--- src/rtl/module_dmem_ctrl.sv ---
`default_nettype none
// +----------------------------------------------------------------------------+
// | module_dmem_ctrl : memory-stage load/store to req/ack bus bridge, stalls   |
// |                    the pipeline while a bus access is outstanding          |
// | Revision         : 1.0                                                     |
// +----------------------------------------------------------------------------+
module module_dmem_ctrl #(
  parameter int TIMEOUT_CYCLES = 16,
  parameter int ADDR_W         = 32
) (
  input  logic              clk_i,
  input  logic              rst_i,
  input  logic              MemReadM_i,
  input  logic              MemWriteM_i,
  input  logic [2:0]        funct3M_i,
  input  logic [31:0]       ALUResultM_i,
  input  logic [31:0]       WriteDataM_i,
  output logic [31:0]       ReadDataM_o,
  output logic              StallM_o,
  output logic              misaligned_o,
  output logic              bus_err_o,
  output logic              bus_req_o,
  output logic              bus_we_o,
  output logic [ADDR_W-1:0] bus_addr_o,
  output logic [3:0]        bus_be_o,
  output logic [31:0]       bus_wdata_o,
  input  logic [31:0]       bus_rdata_i,
  input  logic              bus_ack_i
);

  typedef enum logic [1:0] {
    S_IDLE = 2'd0,
    S_WAIT = 2'd1,
    S_DONE = 2'd2
  } state_t;

  localparam int c_CNT_W = (TIMEOUT_CYCLES > 0) ? $clog2(TIMEOUT_CYCLES + 1) : 1;
  localparam logic [c_CNT_W-1:0] c_CNT_LAST =
    (TIMEOUT_CYCLES > 0) ? c_CNT_W'(TIMEOUT_CYCLES - 1) : '0;
  localparam bit c_TO_EN = (TIMEOUT_CYCLES > 0);

  state_t              r_state;
  logic [c_CNT_W-1:0]  r_cnt;
  logic [2:0]          r_funct3;
  logic [1:0]          r_off;
  logic                r_req;
  logic                r_we;
  logic                r_err;
  logic [ADDR_W-1:0]   r_addr;
  logic [3:0]          r_be;
  logic [31:0]         r_wdata;
  logic [31:0]         r_rdata;

  logic                w_access;
  logic                w_f3_legal;
  logic                w_misal;
  logic                w_ok;
  logic                w_bad;
  logic                w_timeout;
  logic [3:0]          w_be;
  logic [31:0]         w_wdata;
  logic [7:0]          w_byte;
  logic [15:0]         w_half;
  logic [31:0]         w_load;
  logic [ADDR_W-1:0]   w_word_addr;

  assign w_access    = MemReadM_i | MemWriteM_i;
  assign w_word_addr = ADDR_W'({ALUResultM_i[31:2], 2'b00});

  // A simultaneous read+write request is a store, so store rules apply.
  always_comb begin
    w_f3_legal = 1'b0;
    if (MemWriteM_i) begin
      w_f3_legal = !funct3M_i[2] && (funct3M_i[1:0] != 2'b11);
    end else begin
      w_f3_legal = (funct3M_i[1:0] != 2'b11) && !(funct3M_i[2] && funct3M_i[1]);
    end
  end

  always_comb begin
    w_misal = 1'b0;
    case (funct3M_i[1:0])
      2'b01:   w_misal = ALUResultM_i[0];
      2'b10:   w_misal = (ALUResultM_i[1:0] != 2'b00);
      default: w_misal = 1'b0;
    endcase
  end

  assign w_ok  = w_access && w_f3_legal && !w_misal;
  assign w_bad = (r_state == S_IDLE) && w_access && !w_ok;

  always_comb begin
    w_be    = 4'b1111;
    w_wdata = WriteDataM_i;
    case (funct3M_i[1:0])
      2'b00: begin
        w_be    = 4'b0001 << ALUResultM_i[1:0];
        w_wdata = {4{WriteDataM_i[7:0]}};
      end
      2'b01: begin
        w_be    = ALUResultM_i[1] ? 4'b1100 : 4'b0011;
        w_wdata = {2{WriteDataM_i[15:0]}};
      end
      default: begin
        w_be    = 4'b1111;
        w_wdata = WriteDataM_i;
      end
    endcase
  end

  always_comb begin
    w_byte = bus_rdata_i[7:0];
    case (r_off)
      2'b00:   w_byte = bus_rdata_i[7:0];
      2'b01:   w_byte = bus_rdata_i[15:8];
      2'b10:   w_byte = bus_rdata_i[23:16];
      default: w_byte = bus_rdata_i[31:24];
    endcase
    w_half = r_off[1] ? bus_rdata_i[31:16] : bus_rdata_i[15:0];
    case (r_funct3)
      3'b000:  w_load = {{24{w_byte[7]}}, w_byte};
      3'b001:  w_load = {{16{w_half[15]}}, w_half};
      3'b100:  w_load = {24'd0, w_byte};
      3'b101:  w_load = {16'd0, w_half};
      default: w_load = bus_rdata_i;
    endcase
  end

  assign w_timeout = c_TO_EN && (r_cnt == c_CNT_LAST);

  always_ff @(posedge clk_i or negedge rst_i) begin
    if (!rst_i) begin
      r_state  <= S_IDLE;
      r_cnt    <= '0;
      r_funct3 <= 3'd0;
      r_off    <= 2'd0;
      r_req    <= 1'b0;
      r_we     <= 1'b0;
      r_err    <= 1'b0;
      r_addr   <= '0;
      r_be     <= 4'd0;
      r_wdata  <= 32'd0;
      r_rdata  <= 32'd0;
    end else begin
      r_err <= 1'b0;
      case (r_state)
        S_IDLE: begin
          if (w_ok) begin
            r_state  <= S_WAIT;
            r_cnt    <= '0;
            r_req    <= 1'b1;
            r_we     <= MemWriteM_i;
            r_addr   <= w_word_addr;
            r_be     <= w_be;
            r_wdata  <= w_wdata;
            r_funct3 <= funct3M_i;
            r_off    <= ALUResultM_i[1:0];
          end
        end
        S_WAIT: begin
          // Ack is tested first so it wins over a timeout expiring in the same cycle.
          if (bus_ack_i) begin
            r_state <= S_DONE;
            r_req   <= 1'b0;
            r_we    <= 1'b0;
            r_rdata <= r_we ? 32'd0 : w_load;
          end else if (w_timeout) begin
            r_state <= S_DONE;
            r_req   <= 1'b0;
            r_we    <= 1'b0;
            r_err   <= 1'b1;
            r_rdata <= 32'd0;
          end else begin
            r_cnt <= r_cnt + 1'b1;
          end
        end
        S_DONE: begin
          r_state <= S_IDLE;
        end
        default: begin
          r_state <= S_IDLE;
        end
      endcase
    end
  end

  // Combinational outputs are gated by reset so they drop the moment reset asserts.
  assign StallM_o     = rst_i && (((r_state == S_IDLE) && w_ok) || (r_state == S_WAIT));
  assign misaligned_o = rst_i && w_bad;
  assign ReadDataM_o  = w_bad ? 32'd0 : r_rdata;
  assign bus_err_o    = r_err;
  assign bus_req_o    = r_req;
  assign bus_we_o     = r_we;
  assign bus_addr_o   = r_addr;
  assign bus_be_o     = r_be;
  assign bus_wdata_o  = r_wdata;

endmodule
`default_nettype wire
--- config.mk ---
export PLATFORM = sky130hd
export DESIGN_NAME = module_dmem_ctrl
export DESIGN_NICKNAME = d
export VERILOG_FILES = /design/src/rtl/module_dmem_ctrl.sv
export SDC_FILE = /design/constraint.sdc
export NUM_CORES = 1
export LEC_CHECK = 0
export CAP_MARGIN = 20
export CORE_MARGIN = 1.5
export CORE_UTILIZATION = 35
export DETAILED_ROUTE_END_ITERATION = 7
export HOLD_SLACK_MARGIN = 0.08
export PLACE_DENSITY = 0.66
export SYNTH_ARGS = -nofsm -noshare
export SYNTH_HDL_FRONTEND = slang
export SYNTH_SLANG_ARGS = --single-unit
export TNS_END_PERCENT = 50
--- constraint.sdc ---
create_clock -name clk_i -period 4.09 [get_ports clk_i]
set_input_delay 0.409 -clock clk_i [delete_from_list [all_inputs] [get_ports clk_i]]
set_output_delay 0.409 -clock clk_i [all_outputs]
set_load 0.02 [all_outputs]
==> flow_summary.json, run 1 <==
{
  "powerDensity_nw_per_um2": 722.3,
  "ys.flop_type": "dfrtp_1",
  "fin_ws_ns": 0.8949,
  "grt_max_degree": 65,
  "drive_above_1_share": 0.2012,
  "cts_made_buffers": 17,
  "portBuffers": 206,
  "max_slew_margin": 0.4552,
  "clkLatencyLatePin_ns": 0.41,
  "tns_ns": 0,
  "wl_per_cell_um": 17.35,
  "tightestPinTransition_ns": 0.8172,
  "drt_pass1_iterations": 5,
  "grt_first_pass_wirelength_um": 24350,
  "syn_area_per_cell_um2": 12.36,
  "synth_async_sr_flop_share": 1.000,
  "synth_top_cell_area_share": 0.4974,
  "power_mw": 6.168,
  "finalClockSkew_ns": 0.005616,
  "rrSetupSlack_ns": 1.97,
  "track_usage": 0.1883,
  "grt_pass1_vias": 4615,
  "diodes": 0,
  "ys_seq_area_frac": 0.4974,
  "vias": 4402,
  "vdd_drop_max_v": 0.0003699,
  "status": "finished clean",
  "slew_violations": 0,
  "p_leak_nw": 3.796,
  "synth_area_leaders": "dfrtp_1, mux2_4, mux2_2",
  "gp_congestion": 0.8422,
  "synth_most_common_cell": "dfrtp_1",
  "ctsRootBufferMaster": "clkbuf_16",
  "period_share": 0.7812,
  "die_h_um": 130.5,
  "clkTransAtPathRegs_ns": 0.05,
  "rows": 46,
  "die_x_um": 130.5,
  "antenna_found_initial": 0,
  "rsz0062_at_grt": "false",
  "required_ns": 3.68,
  "yosysWarningCount": 0,
  "drcViolationCount": 0,
  "num_io_pins": 209,
  "multiInputGateArea_um2": 2618,
  "ctsResizeCount": 0,
  "start_util": 0.3579,
  "postCtsSetupRepairBufs": 0,
  "dpl_worst_slack_ns": 0.8869,
  "cp_max_fo": 33,
  "critPathKind": "in -> out",
  "fmax_ghz": 0.3130,
  "yosys.area.top_type": "dfrtp_1",
  "min-delay-path-class": "reg -> reg",
  "cts.sinks": 113,
  "design_area_um2": 8539,
  "crit_path_end_kind": "primary output",
  "ant_nets": 0,
  "dp_hpwl_um": 11190,
  "cp.arrival_ns": 2.79,
  "fillers": 1389,
  "yosys_register_bits": 113,
  "overflow": 0,
  "holdWs_ns": 0.4797,
  "dr.first_iter.drc_count": 263,
  "dieArea_um2": 17020,
  "cap_violations": 0,
  "syn_inst": 460,
  "routed_wirelength_um": 15470,
  "cts_max_level": 4,
  "ctsLongestPathBuffers": 2,
  "start_kind": "input pin",
  "synth_commonest_cells": "dfrtp_1, mux2_4, mux2_2",
  "core_area_um2": 15890,
  "placed_area_um2": 7896,
  "hold_viol_final": 0,
  "synth_area_um2": 5685,
  "setup_violations": 0,
  "areaGrowthSynthToFinish_pct": 50.20,
  "period_needed_ns": 3.195,
  "cts_tree": "done",
  "synth-edff-count": 0,
  "regArea_um2": 2828,
  "synthDistinctLibCells": 46,
  "avgViaCountPerCell": 4.935,
  "fin_nets": 773
}
metrics by stage:
stage,utilization,cells
after global routing,0.5376,892
after global placement,0.4971,858
after detailed placement,0.4971,858
after floorplan,-,461
final,0.5376,892
after CTS,0.5371,891
final cells by class:
| cell class | count | area share |
|---|---|---|
| inverters | 13 | 0.005714 |
| flip-flops and latches | 113 | 0.3311 |
| clock inverters | 9 | 0.01495 |
| clock buffers | 23 | 0.05832 |
| repair buffers | 216 | 0.2517 |
| multi-input cells | 302 | 0.3065 |
| well taps | 216 | 0.03165 |
logic make-up (layout without fill, tap and decap cells):
kind of cell | Yosys count | in the layout | synth area share
AOI/OAI and AO/OA | 79 | 79 | 0.1144
xor gates and xnor gates | 2 | 2 | 0.003082
adders and majority gates | 6 | 6 | 0.01320
buffers and inverters | 46 | 261 | 0.04357
DFF | 113 | 113 | 0.4974
muxes | 91 | 91 | 0.2124
other | 1 | 2 | 0.0006596
and+or+nand+nor | 122 | 122 | 0.1153
flip-flops by register name, summed over array words and instances, names as in the netlist:
signal / cells
bus_req_o: 1
r_off: 2
r_rdata: 32
bus_be_o: 4
bus_we_o: 1
r_state: 2
bus_wdata_o: 32
r_funct3: 3
bus_addr_o: 30
bus_err_o: 1
r_cnt: 5
where the power goes:
group	switching (mW)	internal [mW]
Sequential	0.346	1.59
Clock	0.514	1.03
Combinational	1.21	1.47
Total	2.07	4.10
critical path, stage by stage:
cell and delay (ns):
clkdlybuf4s50_1 0.51, inv_1 0.10, ha_1 0.33, o211ai_2 0.09, nand4_2 0.15, o211ai_1 0.14
buf_4 0.28, and2_1 0.17, clkdlybuf4s50_1 0.60
cell usage in the layout (no fill, tap or decap), types with 6 or more instances in the layout:
master and instances:
o22ai_1 6, clkdlybuf4s50_1 205, nand2_1 40, mux2_2 41, dfrtp_1 113, nand3_1 8
a22o_1 8, nand2b_1 11, buf_4 9, o21ai_0 6, a21oi_1 10, a221o_1 23
nor2_1 11, and2_1 36, clkbuf_16 17, ha_1 6, mux2_4 44, a22oi_1 9
a32o_1 8, inv_1 13
worst paths after layout:
kind	start	to	depth (start not counted)
min in group asynchronous	rst_i	r_rdata[16]	2
min reg2reg	r_rdata[6]	r_rdata[6]	2
min	r_rdata[6]	r_rdata[6]	2
max	funct3M_i[0]	ReadDataM_o[13]	9
max reg2reg	r_off[1]	r_rdata[10]	4
max in group asynchronous	rst_i	r_rdata[29]	3
layer usage:
metal,share of wire,vias to the layer above,track usage
met1,0.43,2151,0.2315
met5,0,-,0
met4,0.020,0,0.07046
met2,0.45,179,0.2988
li1,-,2052,-
met3,0.096,20,0.07573
timing repair:
item,in CTS,in global routing
hold buffers,1,0
endpoints found under the setup margin,0,0
hold endpoints to repair,49,0
Note: power is estimated with default switching activity, not from simulation.
==> run 2: changes to the inputs <==
--- a/config.mk
+++ b/config.mk
@@ -10,7 +10,7 @@
 export CORE_UTILIZATION = 35
 export DETAILED_ROUTE_END_ITERATION = 7
 export HOLD_SLACK_MARGIN = 0.08
-export PLACE_DENSITY = 0.66
+export PLACE_DENSITY = 0.69
 export SYNTH_ARGS = -nofsm -noshare
 export SYNTH_HDL_FRONTEND = slang
 export SYNTH_SLANG_ARGS = --single-unit
==> constraint.sdc (replaced) <==
create_clock -name clk_i -period 2.6 [get_ports clk_i]
set_input_delay 0.26 -clock clk_i [delete_from_list [all_inputs] [get_ports clk_i]]
set_output_delay 0.26 -clock clk_i [all_outputs]
set_load 0.02 [all_outputs]
==> flow_summary.json, run 2 (synthesized netlist as in run 1, its figures left out) <==
{
  "dpl_worst_slack_ns": -0.1912,
  "die_x_um": 130.5,
  "tightestPinTransition_ns": 0.6561,
  "drcViolationCount": 0,
  "num_io_pins": 209,
  "max_slew_margin": 0.5626,
  "fin_ws_ns": 0.1168,
  "finalClockSkew_ns": 0.005532,
  "dr.first_iter.drc_count": 226,
  "power_frac_comb": 0.431,
  "powerDensity_nw_per_um2": 1130,
  "setup_violations": 0,
  "p_clk_frac": 0.263,
  "gp_congestion": 0.8389,
  "mostFrequentLayoutCell": "clkdlybuf4s50_1",
  "diodes": 0,
  "portBuffers": 206,
  "p_seq_frac": 0.306,
  "hold_viol_final": 0,
  "clkTransAtPathRegs_ns": 0.05,
  "core_area_um2": 15890,
  "drt_pass1_iterations": 4,
  "avgViaCountPerCell": 4.964,
  "cap_violations": 0,
  "p_switching_mw": 3.304,
  "cp.arrival_ns": 2.22,
  "cts.sinks": 113,
  "rows": 46,
  "worstHoldStart": "ALUResultM_i[31]",
  "rr_startpoint": "r_cnt[0]",
  "drive_above_1_share": 0.2211,
  "tns_ns": 0,
  "ctsRootBufferMaster": "clkbuf_16",
  "crit_path_end_kind": "primary output",
  "grt_pass1_vias": 4679,
  "period_needed_ns": 2.483,
  "vias": 4507,
  "r2r_cells": 7,
  "placed_area_um2": 8056,
  "start_kind": "input pin",
  "rrSetupSlack_ns": 0.64,
  "p_leak_nw": 4.007,
  "dieArea_um2": 17020,
  "required_ns": 2.34,
  "fin_nets": 790,
  "cts_tree": "done",
  "min-delay-path-class": "in -> reg",
  "routed_wirelength_um": 15990,
  "start_util": 0.3579,
  "cts_made_buffers": 17,
  "ant_nets": 0,
  "ctsLongestPathBuffers": 2,
  "track_usage": 0.1913,
  "cts_max_level": 4,
  "fillers": 1347,
  "grt_max_degree": 50,
  "postCtsSetupRepairBufs": 0,
  "die_h_um": 130.5,
  "r2r_end": "r_cnt[3]",
  "hold_end": "bus_addr_o[31]",
  "cp_max_fo": 33,
  "overflow": 0,
  "antenna_found_initial": 0,
  "fmax_ghz": 0.4027,
  "dp_hpwl_um": 11860,
  "slew_violations": 0,
  "grt_first_pass_wirelength_um": 24770,
  "rsz0062_at_grt": "false",
  "status": "finished clean",
  "period_share": 0.9551,
  "design_area_um2": 8690,
  "hold_depth": 2,
  "clkLatencyLatePin_ns": 0.40,
  "final_cell_mix": "clkdlybuf4s50_1, dfrtp_1, mux2_4, mux2_2, nand2_1",
  "vdd_drop_max_v": 0.0005348,
  "areaGrowthSynthToFinish_pct": 52.84,
  "intPower_mw": 6.513,
  "switching_share": 0.3366,
  "wl_per_cell_um": 17.61,
  "critPathKind": "in -> out"
}
run 2: final cells by class:
cell class / instances / area (µm²) / share of cell area
repair buffers: 233 / 2266 / 0.2608
clock inverters: 12 / 206.4 / 0.02376
inverters: 13 / 48.80 / 0.005616
multi-input cells: 302 / 2618 / 0.3012
flip-flops and latches: 113 / 2828 / 0.3254
clock buffers: 19 / 452.9 / 0.05212
well taps: 216 / 270.3 / 0.03110
run 2: stage by stage:
| stage | util | hold slack (ns) | power (mW) | cells |
|---|---|---|---|---|
| after floorplan | - | -0.03559 | 5.394 | 461 |
| after global placement | 0.5072 | 0.3612 | 7.292 | 876 |
| after detailed placement | 0.5072 | 0.3768 | 7.382 | 876 |
| after CTS | 0.5466 | 0.4465 | 9.905 | 908 |
| after global routing | 0.5470 | 0.4465 | 10.34 | 908 |
| final | 0.5470 | 0.4653 | 9.817 | 908 |
run 2: timing repair:
action / 4_1_cts / 5_1_grt
endpoints found under the hold margin: 64 / 0
gates resized for setup: 34 / 5
endpoints found under the setup margin: 34 / 5
hold buffers: 1 / 0
pin swaps: 0 / 0
run 2: worst max path at each step:
| stage | start | endpoint | cells past startpoint |
|---|---|---|---|
| finish | funct3M_i[0] | ReadDataM_o[9] | 9 |
| global route | funct3M_i[0] | ReadDataM_o[16] | 9 |
| CTS | funct3M_i[0] | ReadDataM_o[12] | 9 |
| detailed placement | funct3M_i[0] | ReadDataM_o[12] | 9 |
| global placement | funct3M_i[0] | ReadDataM_o[17] | 9 |
| floorplan | funct3M_i[1] | bus_wdata_o[22] | 7 |
run 2: critical path, stage by stage:
cell and delay (ns):
clkdlybuf4s50_1 0.47, inv_1 0.08, ha_1 0.33, o211ai_2 0.09, nand4_2 0.13, o211ai_1 0.19, buf_12 0.21, and2_1 0.14
dlygate4sd2_1 0.33
run 2: power by group through the flow:
stage                     combinational [mW]  clock [mW]  sequential, mW
after floorplan                         1.92           0            3.48
after global placement                  4.32           0            2.98
after detailed placement                4.38           0            3.00
after CTS                               4.26        2.64            3.00
after global routing                    4.51        2.72            3.11
final                                   4.23        2.58            3.00
run 2: layer usage:
metal  GRT usage  share of wire
met4     0.07951          0.022
met2      0.3053           0.46
met1      0.2351           0.42
met3     0.07003          0.098
met5           0              0
==> run 3: changes to the inputs <==
--- a/config.mk
+++ b/config.mk
@@ -6,11 +6,12 @@
 export NUM_CORES = 1
 export LEC_CHECK = 0
 export CAP_MARGIN = 20
-export CORE_MARGIN = 1.5
+export CORE_MARGIN = 5
 export CORE_UTILIZATION = 35
 export DETAILED_ROUTE_END_ITERATION = 7
 export HOLD_SLACK_MARGIN = 0.08
 export PLACE_DENSITY = 0.69
+export SLEW_MARGIN = 20
 export SYNTH_ARGS = -nofsm -noshare
 export SYNTH_HDL_FRONTEND = slang
 export SYNTH_SLANG_ARGS = --single-unit
==> flow_summary.json, run 3 (synthesized netlist as in run 1, its figures left out) <==
{
  "status": "finished clean",
  "areaGrowthSynthToFinish_pct": 52.44,
  "cts_made_buffers": 17,
  "power_frac_comb": 0.437,
  "required_ns": 2.34,
  "setup_violations": 0,
  "ant_nets": 0,
  "dr.first_iter.drc_count": 295,
  "routed_wirelength_um": 16480,
  "critPathKind": "in -> out",
  "start_util": 0.3579,
  "p_switching_mw": 3.315,
  "fmax_ghz": 0.4028,
  "top_usage_layer": "met2",
  "tightestPinTransition_ns": 0.5313,
  "grt_first_pass_wirelength_um": 26320,
  "powerDensity_nw_per_um2": 1119,
  "power_mw": 9.702,
  "portBuffers": 206,
  "diodes": 0,
  "clkTransAtPathRegs_ns": 0.05,
  "fin_nets": 788,
  "met1_usage": 0.2216,
  "cts.sinks": 113,
  "rows": 46,
  "p_clk_frac": 0.253,
  "rsz0062_at_grt": "false",
  "period_share": 0.9549,
  "slew_violations": 0,
  "p_leak_nw": 4.006,
  "min-delay-path-class": "in -> async",
  "met2_usage": 0.2701,
  "drive_above_1_share": 0.2200,
  "final_core_util": 0.5456,
  "finalClockSkew_ns": 0.006728,
  "track_usage": 0.1803,
  "drt_pass1_iterations": 4,
  "switching_share": 0.3417,
  "dp_hpwl_um": 12290,
  "period_needed_ns": 2.483,
  "clkLatencyLatePin_ns": 0.41,
  "cts_tree": "done",
  "gp_congestion": 0.8311,
  "die_x_um": 137.5,
  "max_slew_margin": 0.6450,
  "mostFrequentLayoutCell": "clkdlybuf4s50_1",
  "overflow": 0,
  "num_io_pins": 209,
  "core_area_um2": 15890,
  "wl_per_cell_um": 18.17,
  "start_kind": "input pin",
  "fillers": 1381,
  "hold_viol_final": 0,
  "drcViolationCount": 0,
  "cp.arrival_ns": 2.22,
  "ctsLongestPathBuffers": 2,
  "cp_max_fo": 33,
  "met3_usage": 0.09313,
  "ctsRootBufferMaster": "clkbuf_16",
  "antenna_found_initial": 0,
  "cap_violations": 0,
  "final_cell_mix": "clkdlybuf4s50_1, dfrtp_1, mux2_4, mux2_2, nand2_1",
  "crit_path_end_kind": "primary output",
  "avgViaCountPerCell": 5.019,
  "vias": 4552,
  "cts_max_level": 4,
  "grt_pass1_vias": 4949,
  "intPower_mw": 6.387,
  "p_seq_frac": 0.310,
  "grt_max_degree": 98,
  "dieArea_um2": 18890,
  "vdd_drop_max_v": 0.0005175,
  "die_h_um": 137.5,
  "postCtsSetupRepairBufs": 0
}
## run 3: power by group through the flow
stage               clock, mW  sequential, mW  combinational (mW)
floorplan                   0            3.48                1.92
global placement            0            2.98                4.34
detailed placement          0            3.01                4.41
CTS                      2.52            3.01                4.30
global route             2.60            3.10                4.54
finish                   2.46            3.01                4.24
## run 3: final timing paths
check,startpoint,to,slack [ns],cells past startpoint
worst max register to register,r_cnt[0],r_cnt[3],0.68,7
worst min register to register,r_rdata[6],r_rdata[6],0.48,2
max in group asynchronous,rst_i,bus_addr_o[27],1.51,3
min in group clk_i,ALUResultM_i[29],bus_addr_o[29],0.46,2
worst min-delay path,rst_i,r_rdata[24],0.28,2
worst max-delay path,funct3M_i[0],ReadDataM_o[27],0.12,9
## run 3: worst max-delay path: stages
cell	delay (ns)
clkdlybuf4s50_1	0.48
inv_1	0.08
ha_1	0.33
o211ai_2	0.09
nand4_2	0.12
o211ai_1	0.17
buf_12	0.20
and2_1	0.13
dlygate4sd2_1	0.34
## run 3: cell type report
type / count / area, µm² / area share
well taps: 216 / 270.3 / 0.03118
clock inverters: 14 / 188.9 / 0.02180
inverters: 13 / 48.80 / 0.005630
repair buffers: 231 / 2275 / 0.2625
multi-input cells: 302 / 2618 / 0.3020
clock buffers: 18 / 439.2 / 0.05067
flip-flops and latches: 113 / 2828 / 0.3263
## run 3: per-layer routing
| metal | share of wire | wire, µm |
|---|---|---|
| met5 | 0 | 0 |
| met4 | 0.023 | 384 |
| met3 | 0.13 | 2117 |
| met2 | 0.44 | 7313 |
| met1 | 0.40 | 6661 |
## run 3: what timing repair did
action	in CTS	in global routing
hold buffers	1	0
pin swaps	0	0
endpoints found under the setup margin	34	4
hold endpoints to repair	16	0
resized for setup	34	4
## run 3: through the flow
stage          instance area, µm²  worst slack (ns)  TNS, ns  hold slack (ns)  std cells
3_5_place_dp                 8066           -0.1953   -5.419           0.1666        874
3_3_place_gp                 8066           -0.1419   -3.760           0.1689        874
6_report                     8667            0.1172        0           0.2816        907
5_1_grt                      8667         0.0003766        0           0.3005        907
2_1_floorplan                5689            0.7130        0         -0.03559        461
4_1_cts                      8662           0.07666        0           0.2817        907
